## src/rtl/framebuffer_arbiter.sv

```systemverilog
// Display/host arbiter for a single-port frame buffer RAM, display has priority.
// Define FRAMEBUFFER_DOUBLE_BUFFER_EN for front/back pages with frame-synced swap.
module framebuffer_arbiter #(
  parameter int ADDR_W     = 10,
  parameter int DATA_W     = 48,
  parameter int STARVE_MAX = 4
) (
  input  logic              clk,
  input  logic              rst,
  input  logic              disp_req,
  input  logic [ADDR_W-1:0] disp_addr,
  output logic              disp_ack,
  output logic [DATA_W-1:0] disp_data,
  output logic              disp_valid,
  input  logic              disp_frame_done,
  input  logic              host_req,
  input  logic              host_we,
  input  logic [ADDR_W-1:0] host_addr,
  input  logic [DATA_W-1:0] host_wdata,
  output logic              host_ack,
  output logic [DATA_W-1:0] host_rdata,
  output logic              host_rvalid,
  input  logic              host_swap_req,
  output logic              swap_pending,
  output logic              swap_done,
  output logic              front_sel,
  output logic              ram_en,
  output logic              ram_we,
  output logic [ADDR_W:0]   ram_addr,
  output logic [DATA_W-1:0] ram_wdata,
  input  logic [DATA_W-1:0] ram_rdata
);

  localparam logic [3:0] SMAX = 4'(STARVE_MAX);

  logic [3:0] starve_ctr;
  logic       host_win;
  logic       disp_win;
  logic       disp_page;
  logic       host_page;

  assign host_win = host_req &&
                    (!disp_req || starve_ctr == SMAX);
  assign disp_win = disp_req && !host_win;

  assign disp_page  = front_sel;
  assign disp_data  = ram_rdata;
  assign host_rdata = ram_rdata;

  always_ff @(posedge clk or negedge rst) begin
    if (!rst) begin
      starve_ctr  <= '0;
      disp_ack    <= 1'b0;
      host_ack    <= 1'b0;
      ram_en      <= 1'b0;
      ram_we      <= 1'b0;
      ram_addr    <= '0;
      ram_wdata   <= '0;
      disp_valid  <= 1'b0;
      host_rvalid <= 1'b0;
    end else begin
      disp_ack    <= disp_win;
      host_ack    <= host_win;
      ram_en      <= disp_win | host_win;
      ram_we      <= host_win & host_we;
      ram_wdata   <= host_win ? host_wdata : '0;
      disp_valid  <= disp_ack;
      host_rvalid <= host_ack & ~ram_we;
      unique case (1'b1)
        host_win: ram_addr <= {host_page, host_addr};
        disp_win: ram_addr <= {disp_page, disp_addr};
        default:  ram_addr <= '0;
      endcase
      if (host_win || !host_req)
        starve_ctr <= '0;
      else if (disp_win && starve_ctr != SMAX)
        starve_ctr <= starve_ctr + 4'd1;
    end
  end

`ifdef FRAMEBUFFER_DOUBLE_BUFFER_EN
  typedef enum logic {IDLE, ARMED} swap_st_t;
  swap_st_t st;

  assign host_page = ~front_sel;

  // A swap armed in a frame_done cycle waits for the next boundary.
  always_ff @(posedge clk or negedge rst) begin
    if (!rst) begin
      st           <= IDLE;
      front_sel    <= 1'b0;
      swap_pending <= 1'b0;
      swap_done    <= 1'b0;
    end else begin
      swap_done <= 1'b0;
      unique case (st)
        IDLE: if (host_swap_req) begin
          st           <= ARMED;
          swap_pending <= 1'b1;
        end
        ARMED: if (disp_frame_done) begin
          st           <= IDLE;
          swap_pending <= 1'b0;
          front_sel    <= ~front_sel;
          swap_done    <= 1'b1;
        end
      endcase
    end
  end
`else
  logic unused_swap;

  assign unused_swap  = host_swap_req ^ disp_frame_done;
  assign host_page    = 1'b0;
  assign front_sel    = 1'b0;
  assign swap_pending = 1'b0;
  assign swap_done    = 1'b0;
`endif

endmodule

```

## config.mk

```make
export PLATFORM = sky130hd
export DESIGN_NAME = framebuffer_arbiter
export DESIGN_NICKNAME = d
export VERILOG_FILES = /design/src/rtl/framebuffer_arbiter.sv
export SDC_FILE = /design/constraint.sdc
export NUM_CORES = 1
export LEC_CHECK = 0
export CAP_MARGIN = 20
export CORE_AREA = 2 2 110 112
export DETAILED_ROUTE_END_ITERATION = 12
export DIE_AREA = 0 0 112 114
export DONT_BUFFER_PORTS = 1
export PLACE_DENSITY = 0.39
export SKIP_CTS_REPAIR_TIMING = 1
export SLEW_MARGIN = 40
export SYNTH_ARGS = -nofsm -noshare
export SYNTH_HDL_FRONTEND = slang
export SYNTH_SLANG_ARGS = --single-unit
```

## constraint.sdc

```tcl
create_clock -name clk -period 1.75 [get_ports clk]
set_input_delay 0.0875 -clock clk [delete_from_list [all_inputs] [get_ports clk]]
set_output_delay 0.0875 -clock clk [all_outputs]
set_load 0.005 [all_outputs]
```

# [Word-level counts from Yosys, hierarchy flattened]
# Index checks and enable logic that the tools add are counted.
[classes] n_reduce_logical=9 n_mux=4 add_sub_neg=1 bitwise_logic=4 eq_ne=2
[ops] cell="2-to-1 mux 48 bit" n=1
[ops] cell="one-hot mux 10 bit (2 select lines)" n=1
[ops] cell="2-to-1 mux 4 bit" n=2
[ops] cell="adder 4 x 1 -> 4 bit, second input constant" n=1
[ops] cell="equality test 4 x 3 -> 1 bit, second input constant" n=1
[ops] cell="inequality test 4 x 3 -> 1 bit, second input constant" n=1
[ops] cell="logical AND 1 bit" n=3
[ops] cell="logical NOT 1 bit" n=3
[ops] cell="AND 1 bit" n=2
[ops] cell="logical OR 1 bit" n=2
[ops] cell="nonzero test 2 bit" n=1
[ops] cell="inverter 1 bit" n=1
[ops] cell="OR 1 bit" n=1
[word_totals] inputBits=123 reg_bits=68 elab_cells=29 output_inout_bits=164

# [Longest topological paths before layout]
# Gate-level depths: netlist of run 1.
[logic_depth] ltp_word=8 mapped_depth=6 mapped_depth_nobuf=5

# [Least setup slack after synthesis of run 1]
# No wires, ideal clock.
[synth_path] kind="register to register" from="register starve_ctr[0]" to="register ram_addr[0]" path_buffers=1 required_ns=1.612 path_stages_with_launch=7 period_less_slack_ns=1.282 setup_slack_ns=0.468 arrival_ns=1.144 cell_sequence="dfrtp_1 inv_1 ha_1 nand2_1 o21a_1 clkbuf_1 o22ai_1"
[synth_via] elab_chain_cells=6
[synth_rtl] element="from (decl)" line="36" source="logic [3:0] starve_ctr;"
[synth_rtl] element="from (signal assigned)" line="77" source="starve_ctr <= starve_ctr + 4'd1;"
[synth_rtl] element="equality test 4 x 3 -> 1 bit (*)" line="43" source="(!disp_req || starve_ctr == SMAX);"
[synth_rtl] element="logical OR 1 bit (*)" line="43"
[synth_rtl] element="logical AND 1 bit (*)" line="42" source="assign host_win = host_req &&"
[synth_rtl] element="logical NOT 1 bit" line="44" source="assign disp_win = disp_req && !host_win;"
[synth_rtl] element="logical AND 1 bit" line="44"
[synth_rtl] element="one-hot mux 10 bit (2 select lines) (*)" line="69" source="unique case (1'b1)"
[synth_rtl] element="to (signal assigned)" line="70" source="host_win: ram_addr <= {host_page, host_addr};"
[synth_rtl] element="to (signal assigned)" line="71" source="disp_win: ram_addr <= {disp_page, disp_addr};"
[synth_rtl] element="to (decl)" line="29" source="output logic [ADDR_W:0] ram_addr,"
# Mark *: on every way between the ends. The rest lies on a longest branch, timed or not.
# A chain may end at the register's enable or synchronous reset.

# [Worst setup path after layout of run 1]
[layout_path] from="input port host_req" to="register ram_en"
[layout_via] elab_chain_cells=4
[layout_rtl] element="from (decl)" line="16" source="input logic host_req,"
[layout_rtl] element="logical AND 1 bit (*)" line="42"
[layout_rtl] element="logical NOT 1 bit" line="44"
[layout_rtl] element="logical AND 1 bit" line="44"
[layout_rtl] element="OR 1 bit (*)" line="64" source="ram_en <= disp_win | host_win;"
[layout_rtl] element="to (signal assigned)" line="64"
[layout_rtl] element="to (decl)" line="27" source="output logic ram_en,"
# Marks and branches as above.

==> results by group, run 1 <==
Run status
  – Status: finished, final reports clean

Yosys
  – Cell accounting for the most synthesized area: dfrtp_1
  – Flip-flop and latch count after synthesis: 68
  – Summed instance area of the synthesized netlist: 3070 um2
  – Area contributors post-synth: dfrtp_1 55%, buf_4 24%, and2_1 10%
  – YS warnings: 0
  – Share of the yosys chip area belonging to registers: 0.554
  – Synthesized instance count: 276
  – Post-Synthesis Mean Instance Area: 11.1 um2
  – Synth cell types: 20
  – Top cell type's share of synthesized area: 0.554

Clocking
  – H-tree lvl count: 3
  – TritonCTS Buffers: 9
  – CTS Buffer Depth: 2
  – Number of clock sinks seen by CTS: 68
  – Insertion delay of the later-clocked pin in the worst-skew pair: 320 ps
  – Post-CTS clock slew at the launch and capture registers of the worst setup and hold paths: 50 ps
  – CTS tree: done
  – Buffer type at the clock tree root: clkbuf_16

Pwr
  – VDD IR max: 0.822 mV
  – Cell Pwr Density: 996 nW/um2
  – Cell leakage power: 1.65 nW

Route
  – Vias after detailed routing: 1645
  – Number of DRC violations after detailed-routing iteration 0: 137
  – Number of detailed-route iterations in the first pass: 4
  – Final routed wire length divided by cell count: 19.7 um
  – Routed wire length: 8.04 mm
  – Routed via count divided by cell count: 4.03
  – Number of remaining DRC errors: 0
  – Number of nets still failing antenna checks after routing: 0

STA
  – Final Max Slew Viols: 0
  – Maximum frequency from static timing analysis: 632 MHz
  – Worst clock skew: 6.33 ps
  – Relative slew slack: 0.592
  – Setup_tns: 0 ps
  – RSZ-0062 raised after global routing: false
  – Final worst setup slack: 167 ps
  – Final setup violating endpoints: 0
  – Final Cycle Share: 0.904
  – Slew @ Worst Pin: 610 ps
  – Crit path time final: 1580 ps
  – Fin. Hold Viols: 0

Critical path
  – Critical Path, Cell by Cell: dlygate4sd3_1, or2_2, dlygate4sd3_1
  – Cells on worst reg2reg path: 6
  – Setup crit start kind: input pin
  – Endpoint arrival time on the critical path: 1790 ps
  – Req. time, crit path: 1950 ps
  – Category of the most critical setup path: in2reg
  – Top cell by count, worst path: dlygate4sd3_1
  – Largest fanout on the critical path: 15
  – Delay of the slowest cell on the worst path: 780 ps
  – RR Endpoint: ram_addr[5]$_DFF_PN0_
  – Worst Setup End Kind: register
  – Startpoint of the worst setup timing path: host_req
  – Slowest CP cell: dlygate4sd3_1
  – Startpoint of the worst register-to-register path: starve_ctr[0]$_DFFE_PN0P_
  – Worst setup slack for register-to-register paths: 200 ps

Global route
  – Via count of the first global-routing pass: 1375
  – Initial antenna violation count: 0
  – Wire length of the first global-routing pass: 9.98 mm
  – Global router's overall resource usage: 0.111
  – Total overflow reported by the global router: 0
  – Largest net degree at the start of global routing: 69

Floorplanning
  – DIE WIDTH: 112 um
  – Total Die Area: 12800 um2
  – Chip height: 114 um
  – Placeable Area: 11700 um2
  – Cell row count: 40
  – Initial cell density of the core: 0.262
  – Top-Level Pins: 287

Place
  – Gp weighted congestion: 0.677
  – Buffers added on ports: 0
  – Total half-perimeter wirelength after legalization and detailed placement: 5.83 mm
  – Placed cells: 320
  – Placed standard-cell area: 2530 um2
  – Minimum setup slack after placement: 159 ps

Min path
  – Hold Startpoint: host_req
  – Hold Path End: disp_ack$_DFF_PN0_
  – Classification of the worst-slack hold path: in2reg
  – Hold path cells: 2

Cells and area
  – Layout Cell Area excl Fill: 3550 um2
  – Fraction of layout cells with a size suffix above 1: 0.0690
  – Post-synthesis to final-layout area growth: 15.5%
  – Number of nets in the layout: 383
  – Number of diodes added for antenna fixing: 0
  – Post-Route Utilization: 0.303
  – Fillcell total: 1187
  – Filler-free cell count of the finished design: 408

Job
  – Max-cap viol count: 0
## layout make-up
class / count / area [um2] / area share
clock buffer: 12 / 246 / 0.0695
tap: 147 / 184 / 0.0518
clock inverter: 2 / 12.5 / 0.00353
timing repair buffer: 77 / 806 / 0.227
inverter: 3 / 11.3 / 0.00317
multi-input combinational: 99 / 587 / 0.165
sequential: 68 / 1700 / 0.480
## report_power, final
group	switching, mW	leakage [nW]	internal [mW]
combinational	0.117	0.623	0.166
sequential	0.0441	0.900	1.64
clock	0.585	0.125	0.977
## synthesized netlist by cell type
| library cell | n |
|---|---|
| or2_2 | 1 |
| o21ai_2 | 1 |
| nand3_1 | 1 |
| o21a_1 | 1 |
| xor2_1 | 1 |
| nand4b_1 | 1 |
| o22ai_1 | 10 |
| and2_1 | 50 |
| clkbuf_1 | 3 |
| conb_1 | 1 |
| xnor2_1 | 1 |
| inv_1 | 3 |
| buf_2 | 1 |
| ha_1 | 2 |
| and3_1 | 4 |
| clkbuf_2 | 5 |
| buf_4 | 100 |
| nor2b_1 | 1 |
| nand2_1 | 21 |
| dfrtp_1 | 68 |
## state kept, by name, summed over array words and instances (netlist names)
name	count
disp_valid	1
ram_addr	10
host_rvalid	1
ram_en	1
ram_wdata	48
starve_ctr	4
ram_we	1
host_ack	1
disp_ack	1
## logic make-up (layout without fill, tap and decap cells)
family,after synthesis,count (layout),synth area share
xor+xnor,2,2,0.00570
other cells,1,4,0.00122
flops,68,68,0.554
simple gates,79,79,0.144
buf+inv,112,94,0.261
fa+ha+maj,2,2,0.00814
compound gates,12,12,0.0257
## per-stage QoR
stage	hold WS [ps]	total power, mW
2_1_floorplan	-208	1.97
3_3_place_gp	-207	1.83
3_5_place_dp	-207	1.83
4_1_cts	-555	3.43
5_1_grt	95.6	3.71
6_report	88.5	3.54
## metal layers
layer  share of wire  global-route usage  wire length [um]  vias to the layer above
met4           0.024              0.0642               193                        0
met5               0                   0                 0                        -
met2            0.54               0.187              4380                      189
met3            0.16              0.0829              1280                       16
li1                -                   -                 -                      711
met1            0.27              0.0947              2180                      729
## worst max-delay path, delay by kind of cell
kind | cells | cell delay [ps]
buf+inv | 2 | 1330
simple gates | 1 | 370
## layout by cell type, fill, tap and decap left out
master | synthesis | layout
xnor2_1 | 1 | 1
dfrtp_1 | 68 | 68
clkbuf_8 | 0 | 1
conb_1 | 1 | 4
buf_4 | 100 | 1
clkbuf_1 | 3 | 2
clkinv_2 | 0 | 1
dlygate4sd3_1 | 0 | 73
ha_1 | 2 | 2
and3_1 | 4 | 4
clkbuf_16 | 0 | 9
nand2_1 | 21 | 21
inv_1 | 3 | 3
clkinvlp_4 | 0 | 1
nand4b_1 | 1 | 1
and2_1 | 50 | 50
xor2_1 | 1 | 1
o21a_1 | 1 | 1
or2_2 | 1 | 1
buf_12 | 0 | 2
nand3_1 | 1 | 1
nor2b_1 | 1 | 1
o22ai_1 | 10 | 10
o21ai_4 | 0 | 1
buf_16 | 0 | 1
## worst max path at each step
| stage | end | slack (ps) | depth (start not counted) |
|---|---|---|---|
| 6_report | ram_en$_DFF_PN0_ | 170 | 3 |
| 5_1_grt | ram_addr[5]$_DFF_PN0_ | 70 | 6 |
| 4_1_cts | ram_addr[5]$_DFF_PN0_ | 150 | 6 |
| 3_5_place_dp | ram_addr[5]$_DFF_PN0_ | 160 | 6 |
| 3_3_place_gp | ram_addr[9]$_DFF_PN0_ | 190 | 6 |
| 2_1_floorplan | ram_addr[0]$_DFF_PN0_ | 470 | 6 |
Note: power is estimated with default switching activity, not from simulation.
==> run 2: changes to the inputs <==
==> constraint.sdc (replaced) <==
create_clock -name clk -period 2 [get_ports clk]
set_input_delay 0.1 -clock clk [delete_from_list [all_inputs] [get_ports clk]]
set_output_delay 0.1 -clock clk [all_outputs]
set_load 0.005 [all_outputs]
==> run 2 against run 1 <==
Effect of this change:
- cell count up 0.49%
- combinational power fell by 14%
- non-clock buffer count unchanged
- register-to-register slack improved by 240 ps
- via count grew 2.6%
- power up 0.15%
- critical path type is now reg2reg
==> results by group, run 2 (synthesis gave the netlist of run 1 again) <==
Cells and area
  – Commonest non-fill, non-tap cells in the layout: 73 x dlygate4sd3_1, 68 x dfrtp_1, 50 x and2_1, 21 x nand2_1, 10 x o22ai_1
  – Post-synthesis to final-layout area growth: 18.1%
  – Top register by number of flip-flops: ram_wdata
  – Max FFs per register: 48 (unchanged)
  – Top Registers: ram_wdata: 48 flops, ram_addr: 10 flops, starve_ctr: 4 flops
  – Fraction of layout cells with a size suffix above 1: 0.0798 (+0.0109)
  – Layout Cell Area excl Fill: 3630 um2 (+2.3%)
  – Number of diodes added for antenna fixing: 0 (unchanged)
  – Most common cell after layout, fill and taps aside: dlygate4sd3_1
  – Number of nets in the layout: 383 (unchanged)
  – Filler-free cell count of the finished design: 410 (+0.49%)

Critical path
  – Critical Path, Cell by Cell: inv_1, ha_1, nand4b_1, o21ai_4, buf_4, o22ai_1
  – Endpoint arrival time on the critical path: 1760 ps (-30 ps)
  – Startpoint of the worst setup timing path: starve_ctr[0]$_DFFE_PN0P_
  – Delay of the slowest cell on the worst path: 390 ps (-390 ps)
  – Setup crit start kind: register
  – Req. time, crit path: 2200 ps (+250 ps)
  – Category of the most critical setup path: reg2reg
  – Worst Setup End Kind: register
  – Largest fanout on the critical path: 18 (+3)
  – Slowest CP cell: dfrtp_1
  – Startpoint of the worst register-to-register path: starve_ctr[0]$_DFFE_PN0P_

Global route
  – Via count of the first global-routing pass: 1502 (+9.2%)
  – Largest net degree at the start of global routing: 69 (unchanged)
  – Global router's overall resource usage: 0.114 (+0.00255)
  – Total overflow reported by the global router: 0 (unchanged)
  – Wire length of the first global-routing pass: 10.4 mm (+3.7%)
  – Initial antenna violation count: 0 (unchanged)

Clocking
  – TritonCTS Buffers: 9 (unchanged)
  – CTS Buffer Depth: 2 (unchanged)
  – Buffer type at the clock tree root: clkbuf_16
  – Number of clock sinks seen by CTS: 68 (unchanged)
  – CTS tree: done
  – Post-CTS clock slew at the launch and capture registers of the worst setup and hold paths: 50 ps (about the same)
  – H-tree lvl count: 3 (unchanged)
  – Insertion delay of the later-clocked pin in the worst-skew pair: 320 ps (about the same)

Pwr
  – Cell Pwr Density: 976 nW/um2 (-2.1%)
  – VDD IR max: 0.629 mV (-24%)
  – Cell leakage power: 1.69 nW (+2.7%)

Floorplanning
  – Placeable Area: 11700 um2 (unchanged)
  – DIE WIDTH: 112 um (unchanged)
  – Cell row count: 40 (unchanged)
  – Top-Level Pins: 287 (unchanged)
  – Initial cell density of the core: 0.262 (unchanged)
  – Chip height: 114 um (unchanged)
  – Total Die Area: 12800 um2 (unchanged)

STA
  – Hold slack: 7.29 ps (-81.2 ps)
  – Setup_tns: 0 ps (unchanged)
  – Slew @ Worst Pin: 559 ps (-50.2 ps)
  – Final Max Slew Viols: 0 (unchanged)
  – Fin. Hold Viols: 0 (unchanged)
  – Worst clock skew: 4.45 ps (-1.88 ps)
  – Relative slew slack: 0.626 (+0.0335)
  – RSZ-0062 raised after global routing: false
  – Final setup violating endpoints: 0 (unchanged)
  – Maximum frequency from static timing analysis: 642 MHz
  – Final Cycle Share: 0.779
  – Crit path time final: 1560 ps

Run status
  – Status: finished, final reports clean

Route
  – Vias after detailed routing: 1687 (+2.6%)
  – Routed wire length: 8.02 mm (-0.29%)
  – Number of remaining DRC errors: 0 (unchanged)
  – Number of nets still failing antenna checks after routing: 0 (unchanged)
  – Number of detailed-route iterations in the first pass: 3 (-1)
  – Number of DRC violations after detailed-routing iteration 0: 76 (-45%)
  – Final routed wire length divided by cell count: 19.6 um (-0.77%)
  – Routed via count divided by cell count: 4.11 (+2.1%)

Place
  – Placed cells: 320 (unchanged)
  – Total half-perimeter wirelength after legalization and detailed placement: 5.68 mm (-2.6%)
  – Gp weighted congestion: 0.656 (-3.0%)
  – Placed standard-cell area: 2520 um2 (-0.49%)
  – Buffers added on ports: 0 (unchanged)

Min path
  – Hold Startpoint: host_addr[4]
  – Classification of the worst-slack hold path: in2reg

Job
  – Max-cap viol count: 0 (unchanged)
## run 2: changes by cell type in the layout (fill, tap and decap cells not counted), sizes merged
cell	delta
clkinvlp	-1
bufinv	+3
## run 2: where the power goes
part | internal (mW) | switching (mW) | total (mW)
clock | 1.28 | 0.537 | 1.82
sequential | 1.44 | 0.0383 | 1.48
combinational | 0.143 | 0.101 | 0.244
## run 2: layout make-up
class                   instances  area, um2
clock buffers                  12        256
clock inverters                 4       95.1
fillers                      1196       8080
inverters                       3       11.3
multi-input cells              99        587
flip-flops and latches         68       1700
well taps                     147        184
repair buffers                 77        793
## run 2: final timing paths
kind	end	slack [ps]	depth (start not counted)
worst max-delay path	ram_addr[5]$_DFF_PN0_	440	6
worst min-delay path	ram_addr[4]$_DFF_PN0_	7	2
worst max register to register	ram_addr[5]$_DFF_PN0_	440	6
worst min register to register	disp_valid$_DFF_PN0_	430	0
max in group asynchronous	ram_wdata[13]$_DFF_PN0_	1400	2
min in group asynchronous	ram_wdata[35]$_DFF_PN0_	330	2
## run 2: routing by layer
layer	track usage	routed length (um)	part of all wire
met5	0	0	0
met2	0.196	4420	0.55
met1	0.0972	2200	0.27
met4	0.0667	193	0.024
met3	0.0786	1210	0.15
## run 2: metrics by stage
step | utilization | total power, mW | setup slack, ps
4_1_cts | 0.245 | 3.45 | 375
6_report | 0.310 | 3.54 | 442
2_1_floorplan | - | 1.72 | 718
5_1_grt | 0.310 | 3.71 | 278
3_5_place_dp | 0.215 | 1.60 | 385
3_3_place_gp | 0.215 | 1.60 | 429
## run 2: critical path, delay by kind of cell, from the launching register on
kind / cells / cell delay, ps
fa+ha+maj: 1 / 170
flops: 1 / 390
compound gates: 2 / 360
simple gates: 1 / 170
buf+inv: 2 / 350
